===== src/rtl/matmul_seq_pkg.sv =====
`default_nettype none
// +----------------------------------------------------------------------------+
// | Module      : matmul_pkg                                                   |
// | Description : Shared types and constants for the matrix-multiply           |
// |               sequencer: FSM state encoding, dimension field width,        |
// |               control-register bit positions and the field decode helper.  |
// | Revision    : 1.0 - initial release                                        |
// +----------------------------------------------------------------------------+
package matmul_pkg;

  // Width of each dimension field; a field value f encodes dimension f + 1.
  localparam int DIM_W = 2;

  // Bit positions of the sequencer fields inside the 16-bit control register.
  localparam int c_CTRL_START_BIT = 0;
  localparam int c_CTRL_N_LSB     = 8;
  localparam int c_CTRL_N_MSB     = 9;
  localparam int c_CTRL_K_LSB     = 10;
  localparam int c_CTRL_K_MSB     = 11;
  localparam int c_CTRL_M_LSB     = 12;
  localparam int c_CTRL_M_MSB     = 13;

  typedef enum logic [1:0] {
    IDLE  = 2'd0,
    ISSUE = 2'd1,
    DRAIN = 2'd2,
    DONE  = 2'd3
  } state_e;

  // Decode a dimension field into the real dimension (1 .. 2^DIM_W).
  function automatic logic [DIM_W:0] dim_decode(input logic [DIM_W-1:0] field);
    return {1'b0, field} + 1'b1;
  endfunction

endpackage
`default_nettype wire


===== src/rtl/matmul_seq_if.sv =====
`default_nettype none
// +----------------------------------------------------------------------------+
// | Module      : matmul_seq_if                                                |
// | Description : Control/operand/write-back bundle of the matmul sequencer.   |
// |   master : sequencer side (drives busy/done/issue/write-back signals)      |
// |   slave  : control register + datapath side (drives start/dims/stall)      |
// | Signals     : start_i, dim_n_i, dim_k_i, dim_m_i, stall_i (to sequencer);  |
// |               busy_o, done_o, clear_start_o, err_o, rd_en_o, a_row_o,      |
// |               a_col_o, b_row_o, b_col_o, mac_first_o, c_wr_en_o, c_row_o,  |
// |               c_col_o (from sequencer); cycle_cnt_o only when              |
// |               MATMUL_SEQ_PERF_EN is defined.                               |
// | Revision    : 1.0 - initial release                                        |
// +----------------------------------------------------------------------------+
interface matmul_seq_if
  import matmul_pkg::*;
#(
  parameter int CNT_W = 16
);
  logic             start_i;
  logic [DIM_W-1:0] dim_n_i;
  logic [DIM_W-1:0] dim_k_i;
  logic [DIM_W-1:0] dim_m_i;
  logic             stall_i;
  logic             busy_o;
  logic             done_o;
  logic             clear_start_o;
  logic             err_o;
  logic             rd_en_o;
  logic [DIM_W-1:0] a_row_o;
  logic [DIM_W-1:0] a_col_o;
  logic [DIM_W-1:0] b_row_o;
  logic [DIM_W-1:0] b_col_o;
  logic             mac_first_o;
  logic             c_wr_en_o;
  logic [DIM_W-1:0] c_row_o;
  logic [DIM_W-1:0] c_col_o;
`ifdef MATMUL_SEQ_PERF_EN
  logic [CNT_W-1:0] cycle_cnt_o;
`endif

  modport master (
    input  start_i, dim_n_i, dim_k_i, dim_m_i, stall_i,
    output busy_o, done_o, clear_start_o, err_o, rd_en_o,
           a_row_o, a_col_o, b_row_o, b_col_o, mac_first_o,
           c_wr_en_o, c_row_o, c_col_o
`ifdef MATMUL_SEQ_PERF_EN
    , output cycle_cnt_o
`endif
  );

  modport slave (
    output start_i, dim_n_i, dim_k_i, dim_m_i, stall_i,
    input  busy_o, done_o, clear_start_o, err_o, rd_en_o,
           a_row_o, a_col_o, b_row_o, b_col_o, mac_first_o,
           c_wr_en_o, c_row_o, c_col_o
`ifdef MATMUL_SEQ_PERF_EN
    , input cycle_cnt_o
`endif
  );

endinterface
`default_nettype wire


===== src/rtl/matmul_seq_delay.sv =====
`default_nettype none
// +----------------------------------------------------------------------------+
// | Module      : matmul_seq_delay                                             |
// | Description : DEPTH-stage shift register carrying {valid, row, col} of a   |
// |               C element alongside the MAC pipeline. Advances every cycle.  |
// | Ports       : clk_i, rst_ni (async active-low)                             |
// |               valid_i/row_i/col_i : stage-0 input                          |
// |               valid_o/row_o/col_o : last-stage output                      |
// | Revision    : 1.0 - initial release                                        |
// +----------------------------------------------------------------------------+
module matmul_seq_delay
  import matmul_pkg::*;
#(
  parameter int DEPTH = 2
) (
  input  logic             clk_i,
  input  logic             rst_ni,
  input  logic             valid_i,
  input  logic [DIM_W-1:0] row_i,
  input  logic [DIM_W-1:0] col_i,
  output logic             valid_o,
  output logic [DIM_W-1:0] row_o,
  output logic [DIM_W-1:0] col_o
);

  logic [DEPTH-1:0]            r_valid;
  logic [DEPTH-1:0][DIM_W-1:0] r_row;
  logic [DEPTH-1:0][DIM_W-1:0] r_col;

  generate
    if (DEPTH == 1) begin : g_single
      always_ff @(posedge clk_i or negedge rst_ni) begin
        if (!rst_ni) begin
          r_valid <= '0;
          r_row   <= '0;
          r_col   <= '0;
        end else begin
          r_valid <= valid_i;
          r_row   <= row_i;
          r_col   <= col_i;
        end
      end
    end else begin : g_multi
      always_ff @(posedge clk_i or negedge rst_ni) begin
        if (!rst_ni) begin
          r_valid <= '0;
          r_row   <= '0;
          r_col   <= '0;
        end else begin
          r_valid <= {r_valid[DEPTH-2:0], valid_i};
          r_row   <= {r_row[DEPTH-2:0], row_i};
          r_col   <= {r_col[DEPTH-2:0], col_i};
        end
      end
    end
  endgenerate

  assign valid_o = r_valid[DEPTH-1];
  assign row_o   = r_row[DEPTH-1];
  assign col_o   = r_col[DEPTH-1];

endmodule
`default_nettype wire


===== src/rtl/matmul_seq.sv =====
`default_nettype none
// +----------------------------------------------------------------------------+
// | Module      : matmul_seq                                                   |
// | Description : Output-stationary i/j/kk loop sequencer for C = A * B.       |
// |               Issues operand reads and MAC control, tracks the MAC         |
// |               latency with a delay line and emits C write-backs.           |
// |               Flow: IDLE -> ISSUE -> DRAIN (PIPE_LAT cycles) -> DONE.      |
// | Ports       : clk_i, rst_ni (async active-low), bus (matmul_seq_if.master) |
// | Options     : MATMUL_SEQ_PERF_EN adds bus.cycle_cnt_o, a saturating count  |
// |               of busy cycles cleared on each accepted start.               |
// | Revision    : 1.0 - initial release                                        |
// +----------------------------------------------------------------------------+
module matmul_seq
  import matmul_pkg::*;
#(
  parameter int PIPE_LAT = 2,
  parameter int CNT_W    = 16
) (
  input  logic          clk_i,
  input  logic          rst_ni,
  matmul_seq_if.master  bus
);

  localparam int c_DRAIN_W = (PIPE_LAT > 1) ? $clog2(PIPE_LAT) : 1;

  state_e               r_state;
  logic                 r_start_q;
  logic [DIM_W-1:0]     r_dim_n;
  logic [DIM_W-1:0]     r_dim_k;
  logic [DIM_W-1:0]     r_dim_m;
  logic [DIM_W-1:0]     r_i;
  logic [DIM_W-1:0]     r_j;
  logic [DIM_W-1:0]     r_kk;
  logic [c_DRAIN_W-1:0] r_drain;
  logic                 r_busy;
  logic                 r_done;
  logic                 r_clear;
  logic                 r_err;

  logic                 w_start_rise;
  logic                 w_issue;
  logic                 w_last_kk;
  logic                 w_last_j;
  logic                 w_last_i;
  logic                 w_wb_valid;
  logic                 w_wr_en;
  logic [DIM_W-1:0]     w_wr_row;
  logic [DIM_W-1:0]     w_wr_col;

  assign w_start_rise = bus.start_i & ~r_start_q;
  assign w_issue      = (r_state == ISSUE) & ~bus.stall_i;
  assign w_last_kk    = (r_kk == r_dim_k);
  assign w_last_j     = (r_j == r_dim_m);
  assign w_last_i     = (r_i == r_dim_n);
  // The C element is complete once its final kk product has been issued.
  assign w_wb_valid   = w_issue & w_last_kk;

  always_ff @(posedge clk_i or negedge rst_ni) begin
    if (!rst_ni) begin
      r_state   <= IDLE;
      // Starts high so a start bit held across reset is not seen as an edge.
      r_start_q <= 1'b1;
      r_dim_n   <= '0;
      r_dim_k   <= '0;
      r_dim_m   <= '0;
      r_i       <= '0;
      r_j       <= '0;
      r_kk      <= '0;
      r_drain   <= '0;
      r_busy    <= 1'b0;
      r_done    <= 1'b0;
      r_clear   <= 1'b0;
      r_err     <= 1'b0;
    end else begin
      r_start_q <= bus.start_i;
      r_err     <= w_start_rise & (r_state != IDLE);
      r_done    <= 1'b0;
      r_clear   <= 1'b0;
      case (r_state)
        IDLE: begin
          if (w_start_rise) begin
            r_dim_n <= bus.dim_n_i;
            r_dim_k <= bus.dim_k_i;
            r_dim_m <= bus.dim_m_i;
            r_i     <= '0;
            r_j     <= '0;
            r_kk    <= '0;
            r_busy  <= 1'b1;
            r_state <= ISSUE;
          end
        end
        ISSUE: begin
          if (w_issue) begin
            if (w_last_kk) begin
              r_kk <= '0;
              if (w_last_j) begin
                r_j <= '0;
                if (w_last_i) begin
                  r_i     <= '0;
                  r_drain <= '0;
                  r_state <= DRAIN;
                end else begin
                  r_i <= r_i + 1'b1;
                end
              end else begin
                r_j <= r_j + 1'b1;
              end
            end else begin
              r_kk <= r_kk + 1'b1;
            end
          end
        end
        DRAIN: begin
          // Exactly PIPE_LAT cycles: the last write-back leaves the delay line
          // during the final DRAIN cycle.
          if (r_drain == c_DRAIN_W'(PIPE_LAT - 1)) begin
            r_done  <= 1'b1;
            r_clear <= 1'b1;
            r_state <= DONE;
          end else begin
            r_drain <= r_drain + 1'b1;
          end
        end
        DONE: begin
          r_busy  <= 1'b0;
          r_state <= IDLE;
        end
        default: begin
          r_busy  <= 1'b0;
          r_state <= IDLE;
        end
      endcase
    end
  end

  matmul_seq_delay #(
    .DEPTH   (PIPE_LAT)
  ) u_delay (
    .clk_i   (clk_i),
    .rst_ni  (rst_ni),
    .valid_i (w_wb_valid),
    .row_i   (r_i),
    .col_i   (r_j),
    .valid_o (w_wr_en),
    .row_o   (w_wr_row),
    .col_o   (w_wr_col)
  );

  assign bus.busy_o        = r_busy;
  assign bus.done_o        = r_done;
  assign bus.clear_start_o = r_clear;
  assign bus.err_o         = r_err;
  assign bus.rd_en_o       = w_issue;
  assign bus.a_row_o       = r_i;
  assign bus.a_col_o       = r_kk;
  assign bus.b_row_o       = r_kk;
  assign bus.b_col_o       = r_j;
  assign bus.mac_first_o   = w_issue & (r_kk == '0);
  assign bus.c_wr_en_o     = w_wr_en;
  assign bus.c_row_o       = w_wr_row;
  assign bus.c_col_o       = w_wr_col;

`ifdef MATMUL_SEQ_PERF_EN
  logic [CNT_W-1:0] r_cycle_cnt;

  always_ff @(posedge clk_i or negedge rst_ni) begin
    if (!rst_ni) begin
      r_cycle_cnt <= '0;
    end else if ((r_state == IDLE) && w_start_rise) begin
      r_cycle_cnt <= '0;
    end else if (r_busy && (r_cycle_cnt != {CNT_W{1'b1}})) begin
      r_cycle_cnt <= r_cycle_cnt + 1'b1;
    end
  end

  assign bus.cycle_cnt_o = r_cycle_cnt;
`endif

endmodule
`default_nettype wire


===== src/flat_wrapper.sv =====
// flat-port wrapper written by rule: the top's interface ports become plain ports
module matmul_seq_flat import matmul_pkg::*;
#(
  parameter int PIPE_LAT = 2,
  parameter int CNT_W    = 16
)
  (clk_i, rst_ni, bus_start_i, bus_dim_n_i, bus_dim_k_i, bus_dim_m_i, bus_stall_i, bus_busy_o, bus_done_o, bus_clear_start_o, bus_err_o, bus_rd_en_o, bus_a_row_o, bus_a_col_o, bus_b_row_o, bus_b_col_o, bus_mac_first_o, bus_c_wr_en_o, bus_c_row_o, bus_c_col_o);
  matmul_seq_if #(.CNT_W(CNT_W)) bus_i ();
  input  logic clk_i;
  input  logic rst_ni;
  input wire logic [$bits(bus_i.start_i)-1:0] bus_start_i;
  input wire logic [$bits(bus_i.dim_n_i)-1:0] bus_dim_n_i;
  input wire logic [$bits(bus_i.dim_k_i)-1:0] bus_dim_k_i;
  input wire logic [$bits(bus_i.dim_m_i)-1:0] bus_dim_m_i;
  input wire logic [$bits(bus_i.stall_i)-1:0] bus_stall_i;
  output wire logic [$bits(bus_i.busy_o)-1:0] bus_busy_o;
  output wire logic [$bits(bus_i.done_o)-1:0] bus_done_o;
  output wire logic [$bits(bus_i.clear_start_o)-1:0] bus_clear_start_o;
  output wire logic [$bits(bus_i.err_o)-1:0] bus_err_o;
  output wire logic [$bits(bus_i.rd_en_o)-1:0] bus_rd_en_o;
  output wire logic [$bits(bus_i.a_row_o)-1:0] bus_a_row_o;
  output wire logic [$bits(bus_i.a_col_o)-1:0] bus_a_col_o;
  output wire logic [$bits(bus_i.b_row_o)-1:0] bus_b_row_o;
  output wire logic [$bits(bus_i.b_col_o)-1:0] bus_b_col_o;
  output wire logic [$bits(bus_i.mac_first_o)-1:0] bus_mac_first_o;
  output wire logic [$bits(bus_i.c_wr_en_o)-1:0] bus_c_wr_en_o;
  output wire logic [$bits(bus_i.c_row_o)-1:0] bus_c_row_o;
  output wire logic [$bits(bus_i.c_col_o)-1:0] bus_c_col_o;
  assign bus_i.start_i = bus_start_i;
  assign bus_i.dim_n_i = bus_dim_n_i;
  assign bus_i.dim_k_i = bus_dim_k_i;
  assign bus_i.dim_m_i = bus_dim_m_i;
  assign bus_i.stall_i = bus_stall_i;
  assign bus_busy_o = bus_i.busy_o;
  assign bus_done_o = bus_i.done_o;
  assign bus_clear_start_o = bus_i.clear_start_o;
  assign bus_err_o = bus_i.err_o;
  assign bus_rd_en_o = bus_i.rd_en_o;
  assign bus_a_row_o = bus_i.a_row_o;
  assign bus_a_col_o = bus_i.a_col_o;
  assign bus_b_row_o = bus_i.b_row_o;
  assign bus_b_col_o = bus_i.b_col_o;
  assign bus_mac_first_o = bus_i.mac_first_o;
  assign bus_c_wr_en_o = bus_i.c_wr_en_o;
  assign bus_c_row_o = bus_i.c_row_o;
  assign bus_c_col_o = bus_i.c_col_o;
  matmul_seq #(.PIPE_LAT(PIPE_LAT), .CNT_W(CNT_W)) u_core (.clk_i(clk_i), .rst_ni(rst_ni), .bus(bus_i));
endmodule

===== config.mk =====
export PLATFORM = sky130hd
export DESIGN_NAME = matmul_seq_flat
export DESIGN_NICKNAME = d
export VERILOG_FILES = /design/src/rtl/matmul_seq_pkg.sv /design/src/rtl/matmul_seq_if.sv /design/src/rtl/matmul_seq_delay.sv /design/src/rtl/matmul_seq.sv /design/src/flat_wrapper.sv
export SDC_FILE = /design/constraint.sdc
export NUM_CORES = 1
export LEC_CHECK = 0
export ABC_AREA = 1
export CAP_MARGIN = 20
export CORE_MARGIN = 4
export CORE_UTILIZATION = 53
export DETAILED_ROUTE_END_ITERATION = 8
export PLACE_DENSITY_LB_ADDON = 0.1
export RECOVER_POWER = 50
export SYNTH_ARGS = -nofsm -noshare
export SYNTH_HDL_FRONTEND = slang
export SYNTH_SLANG_ARGS = --single-unit

===== constraint.sdc =====
create_clock -name clk_i -period 4.02 [get_ports clk_i]
set_input_delay 0.804 -clock clk_i [delete_from_list [all_inputs] [get_ports clk_i]]
set_output_delay 0.804 -clock clk_i [all_outputs]
set_load 0.02 [all_outputs]

==> results.sh <==
export IMPL_clock_skew_ps=4.68
export IMPL_rsz0062_at_grt="false"
export IMPL_clock_sinks=29
export IMPL_slowest_delay_ps=630
export IMPL_yosysUniqueCellTypes=24
export IMPL_outcome="finished clean"
export IMPL_via_per_inst=5.04
export IMPL_dp_slack_ps=1090
export IMPL_worstPathMaxFanout=11
export IMPL_routed_wl_um=2410
export IMPL_num_rows=17
export IMPL_finalPower_w=0.00122
export IMPL_hp_class="register to register"
export IMPL_ys_seq_area_share_pct=54.1
export IMPL_place_gp_congestion=0.885
export IMPL_antenna_left=0
export IMPL_syn_avg_cell_area_um2=8.90
export IMPL_grt_use_total_pct=15.4
export IMPL_fin_area_um2=1650
export IMPL_worstSkewPairLatency_ps=320
export IMPL_synth_top_cell_by_area="dfrtp_1"
export IMPL_grt_ovfl_total=0
export IMPL_syn2layout_area_growth_pct=22.4
export IMPL_cp_arrival_ps=2230
export IMPL_antenna_found_initial=0
export IMPL_powerDensity_nw_per_um2=744
export IMPL_hold_viol=0
export IMPL_synth_top_area_share_pct=52.1
export IMPL_grt_max_degree=30
export IMPL_die_area_um2=3410
export IMPL_fin_nets=193
export IMPL_portBuffers=28
export IMPL_crit_family="buffers and inverters"
export IMPL_cts_resized=0
export IMPL_cp_num_buf_inv=3
export IMPL_die_h_um=58.4
export IMPL_synth_cell_area_um2=1340
export IMPL_vias=1043
export IMPL_timing_setup_tns_ps=0
export IMPL_cts_htree_levels=2
export IMPL_placed_cells=199
export IMPL_cap_violations=0
export IMPL_fin_crit_sh_pct=75.4
export IMPL_clk_pin_slew_worst_paths_ps=90
export IMPL_worst_ir_drop_vdd_v=0.000511
export IMPL_clock_path_buffers=2
export IMPL_ys_ff_latch=29
export IMPL_crit_type="register to output pin"
export IMPL_design_core_area_um2=2320
export IMPL_slew_viol_final=0
export IMPL_setup_viol=0
export IMPL_first_global_vias=952
export IMPL_worst_pin_slew_ps=1480
export IMPL_final_cell_mix="nand2_1 (46), dfrtp_1 (28), clkdlybuf4s50_1 (26), inv_1 (18), nor2_1 (10)"
export IMPL_mostFrequentLayoutCell="nand2_1"
export IMPL_dpl_hpwl_um=1870
export IMPL_drt_iter0_drc=34
export IMPL_place_area_um2=1600
export IMPL_num_antenna_cells=0
export IMPL_first_pass_iters=4
export IMPL_die_w_um=58.4
export IMPL_drc_errors=0
export IMPL_fin_crit_ps=3030
export IMPL_holdBufCountCts=0
export IMPL_setup_ws_ps=989
export IMPL_slowest_stage="clkdlybuf4s50_1"
export IMPL_timing_fmax_mhz=330
export IMPL_wl_per_cell_um=11.6
export IMPL_synth_nets=166
export IMPL_synth_area_leaders="dfrtp_1 (52%), nand2_1 (13%), inv_1 (5.0%), ha_1 (4.7%), buf_4 (3.9%)"
export IMPL_cp_end_kind="output pin"
export IMPL_relSlewSlack_pct=1.49
export IMPL_synth_warnings=0
export IMPL_fin_cells=207
export IMPL_pin_count=29
export IMPL_cts_root_buffer="clkbuf_4"
export IMPL_cts_tree="built"
export IMPL_layout_drive_gt1_share_pct=8.94
export IMPL_cts_buffers=5
export IMPL_initial_core_util_pct=58.0
export IMPL_crit_top_cell="inv_1"
export IMPL_total_leakage_power_nw=0.822
export IMPL_crit_chain="inv_1, ha_1, inv_1, nor3b_1, clkdlybuf4s50_1"
export IMPL_syn_inst=151
export IMPL_post_cts_buffers=0
export IMPL_startpoint_type="register"
export IMPL_grt_pass1_wl_um=3950
export IMPL_worstPathRequired_ps=3220
[kinds of logic after synthesis]
group / count (synthesis) / synth area share [%]
AND/OR/NAND/NOR: 71 / 22.4
buffers and inverters: 28 / 10.4
flip-flops: 29 / 54.1
AO/OA/AOI/OAI: 18 / 8.38
adder cells (fa/ha/maj): 5 / 4.66
[Yosys cell counts, drive strengths merged]
cell type   n
nand2      47
dfrtp      28
inv        19
nor2       10
a21oi       9
buf         9
nand3       8
o21ai       7
ha          5
nand4       2
a22oi       1
and2        1
dfstp       1
nor3        1
nor3b       1
o22ai       1
or2         1
[registers in the layout (all words and copies together), names as in the netlist]
register                count
u_core.r_start_q            1
u_core.r_dim_k              2
u_core.bus.b_col_o          2
u_core.u_delay.r_col        2
u_core.u_delay.col_o        2
u_core.u_delay.r_valid      2
u_core.r_dim_n              2
u_core.bus.a_row_o          2
u_core.r_dim_m              2
u_core.u_delay.r_row        2
u_core.bus.busy_o           1
u_core.bus.a_col_o          2
u_core.r_drain              1
u_core.bus.err_o            1
u_core.u_delay.row_o        2
u_core.bus.done_o           1
u_core.r_state              2
[per-layer routing]
metal	global-route usage [%]	up-vias	part of all wire, %
li1	-	522	-
met1	16.7	484	40
met2	27.4	30	51
met3	4.17	7	6.4
met4	7.95	0	2.2
met5	0	-	0
[worst paths after layout]
| check | depth (start not counted) | start | slack [ps] | end |
|---|---|---|---|---|
| min | 0 | u_core.u_delay.r_valid[0] | 350 | u_core.u_delay.r_valid[1] |
| max reg2reg | 8 | u_core.r_state[1] | 2290 | u_core.bus.b_col_o[1] |
| min in group asynchronous | 2 | rst_ni | 1360 | u_core.u_delay.r_valid[1] |
| max | 5 | u_core.r_state[1] | 990 | bus_mac_first_o |
| min reg2reg | 0 | u_core.u_delay.r_valid[0] | 350 | u_core.u_delay.r_valid[1] |
| max in group asynchronous | 2 | rst_ni | 1790 | u_core.r_dim_n[0] |
[through the flow]
stage | hold WS, ps | utilization (%)
2_1_floorplan | 331 | -
5_1_grt | 362 | 71.0
3_3_place_gp | 332 | 68.9
4_1_cts | 356 | 71.1
6_report | 353 | 71.0
3_5_place_dp | 336 | 68.9
[report_power, final]
group | internal, W | total, W | switching (W)
Clock | 0.0000664 | 0.000159 | 0.0000927
Combinational | 0.000256 | 0.000617 | 0.000361
Sequential | 0.000386 | 0.000448 | 0.0000615
[final cells by class]
cell class / count / area, um^2
flip-flops and latches: 29 / 727
inverters: 19 / 71.3
clock buffers: 6 / 41.3
multi-input cells: 94 / 477
repair buffers: 29 / 284
clock inverters: 2 / 10.0
well taps: 28 / 35.0
fillers: 188 / 673
Power figures use the tool's default switching activity.
